===== config.mk =====
export PLATFORM = sky130hd
export DESIGN_NAME = vga_timing_gen_flat
export DESIGN_NICKNAME = d
export VERILOG_FILES = /design/src/rtl/vga_timing_gen_if.sv /design/src/rtl/vga_timing_gen.sv /design/src/flat_wrapper.sv
export SDC_FILE = /design/constraint.sdc
export NUM_CORES = 1
export LEC_CHECK = 0
export BUFFER_PORTS_ARGS = -buffer_cell sky130_fd_sc_hd__buf_2
export CAP_MARGIN = 20
export CELL_PAD_IN_SITES_DETAIL_PLACEMENT = 1
export CELL_PAD_IN_SITES_GLOBAL_PLACEMENT = 2
export CORE_AREA = 2 2 81 83
export CTS_CLUSTER_DIAMETER = 150
export CTS_CLUSTER_SIZE = 24
export DETAILED_ROUTE_END_ITERATION = 10
export DIE_AREA = 0 0 83 85
export PLACE_DENSITY = 0.76
export RECOVER_POWER = 50
export SKIP_CTS_REPAIR_TIMING = 1
export SLEW_MARGIN = 20
export SYNTH_ARGS = -nofsm -noshare
export SYNTH_HDL_FRONTEND = slang
export SYNTH_SLANG_ARGS = --single-unit
export TNS_END_PERCENT = 50

===== constraint.sdc =====
create_clock -name clk -period 1.8 [get_ports clk]
set_clock_uncertainty 0.1 [all_clocks]
set_input_delay 0.27 -clock clk [delete_from_list [all_inputs] [get_ports clk]]
set_output_delay 0.27 -clock clk [all_outputs]
set_load 0.01 [all_outputs]

===== src/rtl/vga_timing_gen_if.sv =====
// Bundle of the VGA timing generator's per-pixel signals.
//   master : the generator (receives ce/pix_in, drives timing outputs)
//   slave  : the consumer/driver side (drives ce/pix_in, observes outputs)
// Signals:
//   ce          pixel clock-enable
//   pix_in      external pixel value
//   test_mode   checkerboard select (only with VGA_TEST_PATTERN_EN defined)
//   x, y        current horizontal / vertical counts
//   de          stage-0 active region
//   line_start  high while x==0
//   frame_start high while x==0 && y==0
//   frame_cnt   completed-frame counter (8 bit, wraps)
//   hsync/vsync delayed syncs at configured polarity
//   video       delayed, blanked pixel output
// Handshake: there is no valid/ready pair here; ce is a qualifier, and every
// output is meaningful on every clk, changing only after an edge with ce=1.
interface vga_timing_gen_if #(
  parameter int CW = 10
);
  logic          ce;
  logic          pix_in;
`ifdef VGA_TEST_PATTERN_EN
  logic          test_mode;
`endif
  logic [CW-1:0] x;
  logic [CW-1:0] y;
  logic          de;
  logic          line_start;
  logic          frame_start;
  logic [7:0]    frame_cnt;
  logic          hsync;
  logic          vsync;
  logic          video;

`ifdef VGA_TEST_PATTERN_EN
  modport master (
    input  ce, pix_in, test_mode,
    output x, y, de, line_start, frame_start, frame_cnt, hsync, vsync, video
  );
  modport slave (
    output ce, pix_in, test_mode,
    input  x, y, de, line_start, frame_start, frame_cnt, hsync, vsync, video
  );
`else
  modport master (
    input  ce, pix_in,
    output x, y, de, line_start, frame_start, frame_cnt, hsync, vsync, video
  );
  modport slave (
    output ce, pix_in,
    input  x, y, de, line_start, frame_start, frame_cnt, hsync, vsync, video
  );
`endif
endinterface


===== src/rtl/vga_timing_gen.sv =====
// Parametrised VGA timing generator.
// Counts pixels/lines on clk edges qualified by bus.ce, decodes stage-0
// timing (de, line/frame strobes, raw syncs) and delays the syncs and the
// blanked pixel by PIPE_DLY ce-cycles to match a downstream pixel pipeline.
// Ports:
//   clk    system clock
//   reset  synchronous, active-high
//   bus    vga_timing_gen_if.master (ce, pix_in[, test_mode] in; timing out)
// Optional feature macro: VGA_TEST_PATTERN_EN -- adds bus.test_mode, which
// swaps pix_in for an internal x[3]^y[3] checkerboard.
module vga_timing_gen #(
  parameter int H_ACTIVE = 640,
  parameter int H_FP     = 16,
  parameter int H_SYNC   = 96,
  parameter int H_BP     = 48,
  parameter int V_ACTIVE = 480,
  parameter int V_FP     = 10,
  parameter int V_SYNC   = 2,
  parameter int V_BP     = 33,
  parameter bit HS_POL   = 1'b0,
  parameter bit VS_POL   = 1'b0,
  parameter int PIPE_DLY = 2,
  parameter int CW       = 10
) (
  input  logic        clk,
  input  logic        reset,
  vga_timing_gen_if.master bus
);

  localparam int H_TOTAL = H_ACTIVE + H_FP + H_SYNC + H_BP;
  localparam int V_TOTAL = V_ACTIVE + V_FP + V_SYNC + V_BP;

  localparam logic [CW-1:0] H_LAST = CW'(H_TOTAL - 1);
  localparam logic [CW-1:0] V_LAST = CW'(V_TOTAL - 1);
  localparam logic [CW-1:0] H_ACT  = CW'(H_ACTIVE);
  localparam logic [CW-1:0] V_ACT  = CW'(V_ACTIVE);
  localparam logic [CW-1:0] HS_BEG = CW'(H_ACTIVE + H_FP);
  localparam logic [CW-1:0] HS_END = CW'(H_ACTIVE + H_FP + H_SYNC);
  localparam logic [CW-1:0] VS_BEG = CW'(V_ACTIVE + V_FP);
  localparam logic [CW-1:0] VS_END = CW'(V_ACTIVE + V_FP + V_SYNC);

  // Delay-line word: {hs, vs, de} plus the checkerboard bit when enabled.
`ifdef VGA_TEST_PATTERN_EN
  localparam int LW = 4;
`else
  localparam int LW = 3;
`endif

`ifndef SYNTHESIS
  if (H_SYNC < 1 || V_SYNC < 1 || PIPE_DLY < 1 || PIPE_DLY > 8 ||
      H_TOTAL > (2 ** CW) || V_TOTAL > (2 ** CW)) begin : g_param_check
    $error("vga_timing_gen: illegal parameter set");
  end
`endif

  logic [CW-1:0] h_cnt;
  logic [CW-1:0] v_cnt;
  logic [7:0]    frame_cnt;

  always_ff @(posedge clk) begin
    if (reset) begin
      h_cnt     <= '0;
      v_cnt     <= '0;
      frame_cnt <= '0;
    end else if (bus.ce) begin
      if (h_cnt == H_LAST) begin
        h_cnt <= '0;
        if (v_cnt == V_LAST) begin
          v_cnt     <= '0;
          frame_cnt <= frame_cnt + 8'd1;
        end else begin
          v_cnt <= v_cnt + 1'b1;
        end
      end else begin
        h_cnt <= h_cnt + 1'b1;
      end
    end
  end

  // Stage-0 decode. Syncs are carried internally as active-high and only
  // converted to the configured polarity at the output.
  logic hs0, vs0, de0;
  logic [LW-1:0] vec0;

  assign hs0 = (h_cnt >= HS_BEG) && (h_cnt < HS_END);
  assign vs0 = (v_cnt >= VS_BEG) && (v_cnt < VS_END);
  assign de0 = (h_cnt < H_ACT) && (v_cnt < V_ACT);

`ifdef VGA_TEST_PATTERN_EN
  assign vec0 = {hs0, vs0, de0, h_cnt[3] ^ v_cnt[3]};
`else
  assign vec0 = {hs0, vs0, de0};
`endif

  // The last of the PIPE_DLY stages is the output register (hs, vs, video);
  // the preceding PIPE_DLY-1 stages carry the raw word. tail_in is what
  // feeds the output register.
  logic [LW-1:0] tail_in;

  if (PIPE_DLY == 1) begin : g_dly1
    assign tail_in = vec0;
  end else begin : g_dlyn
    logic [LW-1:0] mid [PIPE_DLY-1];
    always_ff @(posedge clk) begin
      if (reset) begin
        for (int k = 0; k < PIPE_DLY - 1; k++) mid[k] <= '0;
      end else if (bus.ce) begin
        mid[0] <= vec0;
        for (int k = 1; k < PIPE_DLY - 1; k++) mid[k] <= mid[k-1];
      end
    end
    assign tail_in = mid[PIPE_DLY-2];
  end

  logic pix_src;
`ifdef VGA_TEST_PATTERN_EN
  assign pix_src = bus.test_mode ? tail_in[0] : bus.pix_in;
`else
  assign pix_src = bus.pix_in;
`endif

  logic hs_q, vs_q, video_q;

  always_ff @(posedge clk) begin
    if (reset) begin
      hs_q    <= 1'b0;
      vs_q    <= 1'b0;
      video_q <= 1'b0;
    end else if (bus.ce) begin
      hs_q    <= tail_in[LW-1];
      vs_q    <= tail_in[LW-2];
      video_q <= pix_src & tail_in[LW-3];
    end
  end

  assign bus.x           = h_cnt;
  assign bus.y           = v_cnt;
  assign bus.de          = de0;
  assign bus.line_start  = (h_cnt == '0);
  assign bus.frame_start = (h_cnt == '0) && (v_cnt == '0);
  assign bus.frame_cnt   = frame_cnt;
  assign bus.hsync       = hs_q ^ ~HS_POL;
  assign bus.vsync       = vs_q ^ ~VS_POL;
  assign bus.video       = video_q;

endmodule


===== src/flat_wrapper.sv =====
// flat-port wrapper written by rule: the top's interface ports become plain ports
module vga_timing_gen_flat 
#(
  parameter int H_ACTIVE = 640,
  parameter int H_FP     = 16,
  parameter int H_SYNC   = 96,
  parameter int H_BP     = 48,
  parameter int V_ACTIVE = 480,
  parameter int V_FP     = 10,
  parameter int V_SYNC   = 2,
  parameter int V_BP     = 33,
  parameter bit HS_POL   = 1'b0,
  parameter bit VS_POL   = 1'b0,
  parameter int PIPE_DLY = 2,
  parameter int CW       = 10
)
  (clk, reset, bus_ce, bus_pix_in, bus_x, bus_y, bus_de, bus_line_start, bus_frame_start, bus_frame_cnt, bus_hsync, bus_vsync, bus_video);
  vga_timing_gen_if #(.CW(CW)) bus_i ();
  input  logic clk;
  input  logic reset;
  input wire logic [$bits(bus_i.ce)-1:0] bus_ce;
  input wire logic [$bits(bus_i.pix_in)-1:0] bus_pix_in;
  output wire logic [$bits(bus_i.x)-1:0] bus_x;
  output wire logic [$bits(bus_i.y)-1:0] bus_y;
  output wire logic [$bits(bus_i.de)-1:0] bus_de;
  output wire logic [$bits(bus_i.line_start)-1:0] bus_line_start;
  output wire logic [$bits(bus_i.frame_start)-1:0] bus_frame_start;
  output wire logic [$bits(bus_i.frame_cnt)-1:0] bus_frame_cnt;
  output wire logic [$bits(bus_i.hsync)-1:0] bus_hsync;
  output wire logic [$bits(bus_i.vsync)-1:0] bus_vsync;
  output wire logic [$bits(bus_i.video)-1:0] bus_video;
  assign bus_i.ce = bus_ce;
  assign bus_i.pix_in = bus_pix_in;
  assign bus_x = bus_i.x;
  assign bus_y = bus_i.y;
  assign bus_de = bus_i.de;
  assign bus_line_start = bus_i.line_start;
  assign bus_frame_start = bus_i.frame_start;
  assign bus_frame_cnt = bus_i.frame_cnt;
  assign bus_hsync = bus_i.hsync;
  assign bus_vsync = bus_i.vsync;
  assign bus_video = bus_i.video;
  vga_timing_gen #(.H_ACTIVE(H_ACTIVE), .H_FP(H_FP), .H_SYNC(H_SYNC), .H_BP(H_BP), .V_ACTIVE(V_ACTIVE), .V_FP(V_FP), .V_SYNC(V_SYNC), .V_BP(V_BP), .HS_POL(HS_POL), .VS_POL(VS_POL), .PIPE_DLY(PIPE_DLY), .CW(CW)) u_core (.clk(clk), .reset(reset), .bus(bus_i));
endmodule

; Word-level counts from Yosys, hierarchy flattened
; Memory sizes are Yosys's and may differ from the RTL's.
; Index checks and enable logic that the tools add are counted.
[totals]
register_bits = 31
latch_bits = 0
ram_bits = 3
romBits = 0
word_cells = 39
n_memories = 1
[op_classes]
addsub = 3
n_mul = 0
div_mod_pow = 0
order_cmp = 6
n_eq_ne = 2
shifts = 0
n_mux = 9
n_bitwise = 3
n_reduce_logical = 9
[memory_table]
columns = name, depth, width, read_ports, rd_ports_with_merged_regs, wr, line
row1 = u_core.g_dlyn.mid, 1, 3, 1, 0, 1, vga_timing_gen.sv:103  ; logic [LW-1:0] mid [PIPE_DLY-1];
[op_table]
columns = op, count
row1 = $add A10 B1 Y10 const B, 2
row2 = $eq A10 B10 Y1 const B, 2
row3 = $logic_not A10 Y1, 2
row4 = $lt A10 B10 Y1 const B, 2
row5 = $lt A10 B9 Y1 const B, 2
row6 = $mux W10, 2
row7 = $ge A10 B10 Y1 const B, 1
row8 = $ge A10 B9 Y1 const B, 1
row9 = $add A8 B1 Y8 const B, 1
row10 = $mux W1, 6
row11 = $logic_and A1 B1 Y1, 4
row12 = $mux W3, 1
row13 = $reduce_and A3 Y1, 1
row14 = $reduce_or A3 Y1, 1
row15 = $not A1 Y1, 2
row16 = $reduce_and A2 Y1, 1
row17 = $and A1 B1 Y1, 1

; Depth between registers and ports, before layout
; Gate-level depths: netlist of the first run.
[depth]
ltp_word = 5
mapped_depth = 6
ltp_nobuf = 5

; Worst setup path after synthesis of the first run
; No wires, ideal clock.
[synth_timing]
path_type = register -> register
start = register u_core.h_cnt[1] (netlist: u_core.bus.x[1])
end = register u_core.frame_cnt[6] (netlist: u_core.bus.frame_cnt[6])
arrival_time_ps = 1682
required_time_ps = 1579
setup_slack_ps = -102
path_stages_with_launch = 7
period_less_slack_ps = 1902
cell_sequence = dfxtp_1 > ha_1 > and4bb_4 > nand3_4 > buf_2 > nor3_1 > mux2_2
[synth_via]
elab_chain_cells = 2
[synth_lines]
columns = item, line
row1 = start: declaration, vga_timing_gen.sv:56  ; logic [CW-1:0] h_cnt;
row2 = start signal: assignment, vga_timing_gen.sv:75  ; h_cnt <= h_cnt + 1'b1;
row3 = $eq A10 B10 Y1, vga_timing_gen.sv:66  ; if (h_cnt == H_LAST) begin
row4 = $reduce_and A3 Y1 (no line), --
row5 = end signal: assignment, vga_timing_gen.sv:70  ; frame_cnt <= frame_cnt + 8'd1;
row6 = end: declaration, vga_timing_gen.sv:58  ; logic [7:0] frame_cnt;
; No other way between the ends.
; A chain may end at the register's enable or synchronous reset.

; Final worst setup path of the first run
[layout_timing]
start = register u_core.h_cnt[8] (netlist: u_core.bus.x[8])
end = output bus_frame_start
[layout_via]
elab_chain_cells = 2
[layout_lines]
columns = item, line
row1 = $logic_not A10 Y1, vga_timing_gen.sv:140  ; assign bus.frame_start = (h_cnt == '0) && (v_cnt == '0);
row2 = $logic_and A1 B1 Y1, vga_timing_gen.sv:140
row3 = end: declaration, flat_wrapper.sv:27  ; output wire logic [$bits(bus_i.frame_start)-1:0] bus_frame_start;
; No other way between the ends.

==> reports/summary.txt, run 1 <==
placer congestion estimate: 0.7754
vias in the first global route: 1571
setup_tns: -382.8 ps
dpl hpwl: 3.867 mm
GR Util All Layers: 0.1413
placed inst area: 0.002272 mm^2
first-pass GRT wire length: 7.872 mm
HP Start: bus_pix_in
largest net degree at the start of global routing: 16
period utilization: 1.111
mux share of post-synthesis cell area: 0.04083
vias post-DR: 1704
clk buf depth: 2
Filler cells: 748
failing checks: negative setup slack
routed len/inst: 14.98 um
worst endpoint required time: 1430 ps
antenna violations before repair: 0
multi-input logic area: 997.2 um^2
Fin. Hold Viols: 0
top cell type's share of synthesized area: 0.3553
Relative slew margins: 0.6935
Place WS: -21.03 ps
synth warn: 0
Worst Hold Class: input port to register
smallest hold slack: 166.8 ps
reg-to-reg slack, setup: -50 ps
Area Overhead vs Synth: 37.11%
grt ovf: 0
total CTS buffers: 5
sequential element share of the synthesized area: 0.4069
setup violators final: 4
max-cap check violation count: 0
Rows: 29
Die Footprint: 0.007055 mm^2
main combinational cell family by area after synthesis: simple AND/OR/NAND/NOR gates
worst-case reg-to-reg path depth: 5
Min Clock Period, post-route: 2000 ps
ys async rst share: 0
H-Tree Level Count: 2
DRC: 0
I/O Buffers: 37
Syn Area/Cell: 9.097 um^2
starting density of the core: 0.2815
register area: 715.7 um^2
most common cell after layout, fill and taps aside: buf_4
Max Clock Freq: 0.5001 GHz
synth top area cells: dfxtp_1 (36%), edfxtp_1 (5.2%), nor2_1 (4.1%), ha_1 (3.6%), and4_1 (3.5%)
I/O Pins: 38
layout cells sized above 1: 0.3195
mapped cell area: 0.001747 mm^2
placed cell count: 331
Cell variety after synth: 42
EDFF count, synth: 3
Min-Delay Endpoint: u_core.bus.video$_SDFFE_PP0P_
Synth Area in Adders: 0.03582
Clk Latency, worst-skew pair: 290 ps
die height: 85 um
Yosys reg bits: 34
clk sinks: 34
Clk Tree Root Cell: clkbuf_8
Peak VDD IR: 0.2484 mV
crit path kind: register to output pin
RR Startpoint: u_core.bus.x[4]$_SDFFE_PP0P_
CTS tree: built
nets: 274
Worst-path clk slew: 70 ps
Design Area, Final: 0.002395 mm^2
arrival time worst endpoint: 1630 ps
Vias/cell: 4.968
Routed WL: 5.139 mm
status: finished with violations
ys flop type: dfxtp_1
core footprint: 0.006205 mm^2
Least-Margin Pin Slew: 459.8 ps
power density cells: 608.0 mW/mm^2
worst hold path stage count: 3
post-synthesis compound-gate area fraction: 0.08309
area leader, netlist: dfxtp_1
Post-DRT Antenna Nets: 0
RR Endpoint: u_core.bus.y[8]$_SDFFE_PP0P_
Syn Inst Count: 192
ANT cells: 0
final core occ: 0.3860
RSZ-0062 raised after global routing: true
syn_nets: 201
Startpoint Class: register
Worst Path Max Fanout: 3
fin cells: 343
final max-slew violation count: 0
XOR/XNOR Fraction of Synth Area: 0.06017
Leakage: 0.9604 nW
most frequent cells in the layout: buf_4 (33), buf_2 (27), dfxtp_1 (27)
crit end category: output pin
drt pass-1 iters: 4
Die W: 83 um
post-synthesis simple-gate area fraction: 0.3309
final setup margin: -199.7 ps
Power Total: 1.456 mW
1st-iter DRT viols: 34
[synthesized netlist by cell type (2+ instances only)]
| cell | n |
|---|---|
| a21oi_1 | 11 |
| and2_1 | 2 |
| and3_1 | 2 |
| and4_1 | 7 |
| buf_2 | 3 |
| clkbuf_1 | 3 |
| clkbuf_2 | 2 |
| dfxtp_1 | 31 |
| edfxtp_1 | 3 |
| ha_1 | 5 |
| inv_1 | 8 |
| mux2i_1 | 6 |
| nand2_1 | 13 |
| nand2b_1 | 2 |
| nand3_1 | 12 |
| nand4_1 | 4 |
| nor2_1 | 19 |
| nor2b_1 | 3 |
| nor3_1 | 4 |
| nor4_1 | 3 |
| o21ai_0 | 2 |
| o31ai_1 | 6 |
| or2_2 | 3 |
| or3_1 | 5 |
| or4_1 | 6 |
| xnor2_1 | 5 |
| xor2_1 | 7 |
[worst max path at each step]
stage	start	endpoint	slack (ps)	depth (start not counted)
global placement	u_core.bus.x[7]$_SDFFE_PP0P_	bus_frame_start	-5	5
global route	u_core.bus.x[8]$_SDFFE_PP0P_	bus_frame_start	-290	5
CTS	u_core.bus.x[7]$_SDFFE_PP0P_	bus_frame_start	-340	5
floorplan	u_core.bus.x[7]$_SDFFE_PP0P_	bus_frame_start	-6	4
detailed placement	u_core.bus.x[7]$_SDFFE_PP0P_	bus_frame_start	-20	5
finish	u_core.bus.x[8]$_SDFFE_PP0P_	bus_frame_start	-200	5
[sequential cells by signal, summed over array words and instances (netlist names)]
signal                count
u_core.bus.x             10
u_core.bus.y             10
u_core.bus.frame_cnt      8
u_core.g_dlyn.mid         3
u_core.bus.video          1
u_core.hs_q               1
u_core.vs_q               1
[critical path, stage by stage, from the launching register on]
cell	delay [ps]
dfxtp_2	330
or2_4	240
nand4bb_1	200
nor3_2	230
and4_1	220
buf_2	130
[kinds of logic after synthesis]
group | after synthesis
xor gates and xnor gates | 12
muxes | 7
and+or+nand+nor | 93
buffers and inverters | 17
adders and majority gates | 5
AOI/OAI and AO/OA | 24
DFF | 34
[per-layer routing]
layer,wire length (um),GRT usage
met1,2558,0.1889
met2,2330,0.2214
met3,180,0.02821
met4,69,0.06259
met5,0,0
[report_power, final]
group	switching [mW]	internal, mW
registers	0.00802	0.776
clock network	0.278	0.275
logic	0.0644	0.0548
total	0.351	1.11
[layout make-up]
class,count,share of cell area
multi-input cells,142,0.4164
flip-flops and latches,34,0.2989
repair buffers,74,0.1985
well taps,77,0.04023
clock buffers,8,0.03344
inverters,8,0.01254
No activity file was read; power rests on OpenSTA's default activity.
==> run 2, diff against run 1 <==
==> constraint.sdc (replaced) <==
create_clock -name clk -period 1.8 [get_ports clk]
set_clock_uncertainty 0.1 [all_clocks]
set_input_delay 0.36 -clock clk [delete_from_list [all_inputs] [get_ports clk]]
set_output_delay 0.36 -clock clk [all_outputs]
set_load 0.01 [all_outputs]
==> reports/summary.txt, run 2 (synthesis gave the netlist of run 1 again) <==
worst-case reg-to-reg path depth: 6 (was 5)
Peak VDD IR: 0.3372 mV (was 0.2484 mV)
I/O Pins: 38 (unchanged)
ANT cells: 0 (unchanged)
max-cap check violation count: 0 (unchanged)
failing checks: negative setup slack (unchanged)
Post-DRT Antenna Nets: 0 (unchanged)
grt met1 use: 0.1916 (was 0.1889)
Clk Latency, worst-skew pair: 290 ps (about the same)
starting density of the core: 0.2815 (unchanged)
antenna violations before repair: 0 (unchanged)
final max-slew violation count: 0 (unchanged)
Area Overhead vs Synth: 39.47% (was 37.11%)
Startpoint Class: register (unchanged)
clk buf depth: 2 (unchanged)
vias in the first global route: 1722 (was 1571)
RSZ-0062 raised after global routing: true (unchanged)
Die Footprint: 0.007055 mm^2 (unchanged)
GRT met3 Usage: 0.03502 (was 0.02821)
core footprint: 0.006205 mm^2 (unchanged)
GR Util All Layers: 0.1501 (was 0.1413)
final core occ: 0.3926 (was 0.3860)
grt ovf: 0 (unchanged)
worst hold path stage count: 3 (unchanged)
Leakage: 0.9786 nW (was 0.9604 nW)
placer congestion estimate: 0.7430 (was 0.7754)
most frequent cells in the layout: buf_4 (36), dfxtp_1 (28), buf_2 (25) (was buf_4 (33), buf_2 (27), dfxtp_1 (27))
Rows: 29 (unchanged)
H-Tree Level Count: 2 (unchanged)
most used routing layer in global routing: met2 (unchanged)
crit end category: output pin (unchanged)
Vias/cell: 4.945 (was 4.968)
die height: 85 um (unchanged)
clk sinks: 34 (unchanged)
power density cells: 652.7 mW/mm^2 (was 608.0 mW/mm^2)
worst endpoint required time: 1340 ps (was 1430 ps)
Routed WL: 5.397 mm (was 5.139 mm)
vias post-DR: 1711 (was 1704)
Min Clock Period, post-route: 2158 ps (was 2000 ps)
Max Clock Freq: 0.4635 GHz (was 0.5001 GHz)
Fin. Hold Viols: 0 (unchanged)
CTS tree: built (unchanged)
Die W: 83 um (unchanged)
status: finished with violations (unchanged)
total CTS buffers: 5 (unchanged)
placed inst area: 0.002253 mm^2 (was 0.002272 mm^2)
final setup margin: -357.6 ps (was -199.7 ps)
DRC: 0 (unchanged)
Design Area, Final: 0.002436 mm^2 (was 0.002395 mm^2)
Setup crit start: u_core.bus.x[8]$_SDFFE_PP0P_ (unchanged)
HP Start: bus_pix_in (unchanged)
largest net degree at the start of global routing: 18 (was 16)
1st-iter DRT viols: 41 (was 34)
arrival time worst endpoint: 1700 ps (was 1630 ps)
I/O Buffers: 37 (unchanged)
routed len/inst: 15.60 um (was 14.98 um)
Worst Hold Class: input port to register (unchanged)
first-pass GRT wire length: 8.583 mm (was 7.872 mm)
Clk Tree Root Cell: clkbuf_8 (unchanged)
Worst-path clk slew: 70 ps (about the same)
setup violators final: 13 (was 4)
dpl hpwl: 3.859 mm (was 3.867 mm)
period utilization: 1.199 (was 1.111)
Filler cells: 746 (was 748)
nets: 277 (was 274)
drt pass-1 iters: 4 (unchanged)
met2 usage: 0.2478 (was 0.2214)
most common cell after layout, fill and taps aside: buf_4 (unchanged)
Least-Margin Pin Slew: 463.9 ps (was 459.8 ps)
layout cells sized above 1: 0.3420 (was 0.3195)
RR Startpoint: u_core.bus.x[1]$_SDFFE_PP0P_ (was u_core.bus.x[4]$_SDFFE_PP0P_)
Relative slew margins: 0.6907 (was 0.6935)
Worst Path Max Fanout: 4 (was 3)
crit path kind: register to output pin (unchanged)
-- run 2: cell count changes in the layout (fill, tap and decap cells not counted), moves of 2 or more --
cell	previous run	this run
buf_4	33	36
clkbuf_8	5	8
buf_12	2	0
buf_2	27	25
buf_6	1	3
inv_1	8	6
-- run 2: critical path: stages (launching register included) --
cell and delay [ps]:
dfxtp_2 340, or2_4 250, nand4bb_1 210, nor3_2 260, and4_1 220, buf_2 130
-- run 2: layout make-up --
class                           count  area, um^2  share of cell area
Multi-Input combinational cell    142        1005              0.4124
Sequential cell                    34       714.4              0.2933
Timing Repair Buffer               77       478.0              0.1962
Clock buffer                        8       110.1             0.04520
Tap cell                           77       96.34             0.03955
Inverter                            8       32.53             0.01335
-- run 2: final timing paths --
path / end / slack, ps
setup / recovery: bus_frame_start / -360
hold / removal: u_core.bus.video$_SDFFE_PP0P_ / 250
hold reg to reg: u_core.bus.video$_SDFFE_PP0P_ / 380
setup reg to reg: u_core.bus.y[3]$_SDFFE_PP0P_ / -120
-- run 2: through the flow --
stage | hold slack (ps) | total power [mW] | setup slack, ps | std cells | setup TNS [ps]
2_1_floorplan | 356.3 | 0.8569 | -80.21 | 192 | -80.21
3_3_place_gp | 355.8 | 0.9147 | -4.701 | 332 | -4.701
3_5_place_dp | 371.1 | 0.9176 | -14.64 | 332 | -64.06
4_1_cts | 234.1 | 1.607 | -352.7 | 340 | -1018
5_1_grt | 244.0 | 1.656 | -434.1 | 346 | -2801
6_report | 252.4 | 1.590 | -357.6 | 346 | -1191
-- run 2: where the power goes --
part           leakage (nW)  internal (mW)  switching, mW
Sequential            0.284          0.775        0.00661
Combinational         0.637         0.0569         0.0708
Clock                0.0575          0.387          0.294
Total                 0.979           1.22          0.371
-- run 2: metal layers --
layer	wire length, um	vias to the layer above
met3	153	9
met5	0	-
li1	-	849
met1	2596	820
met2	2535	33
met4	112	0
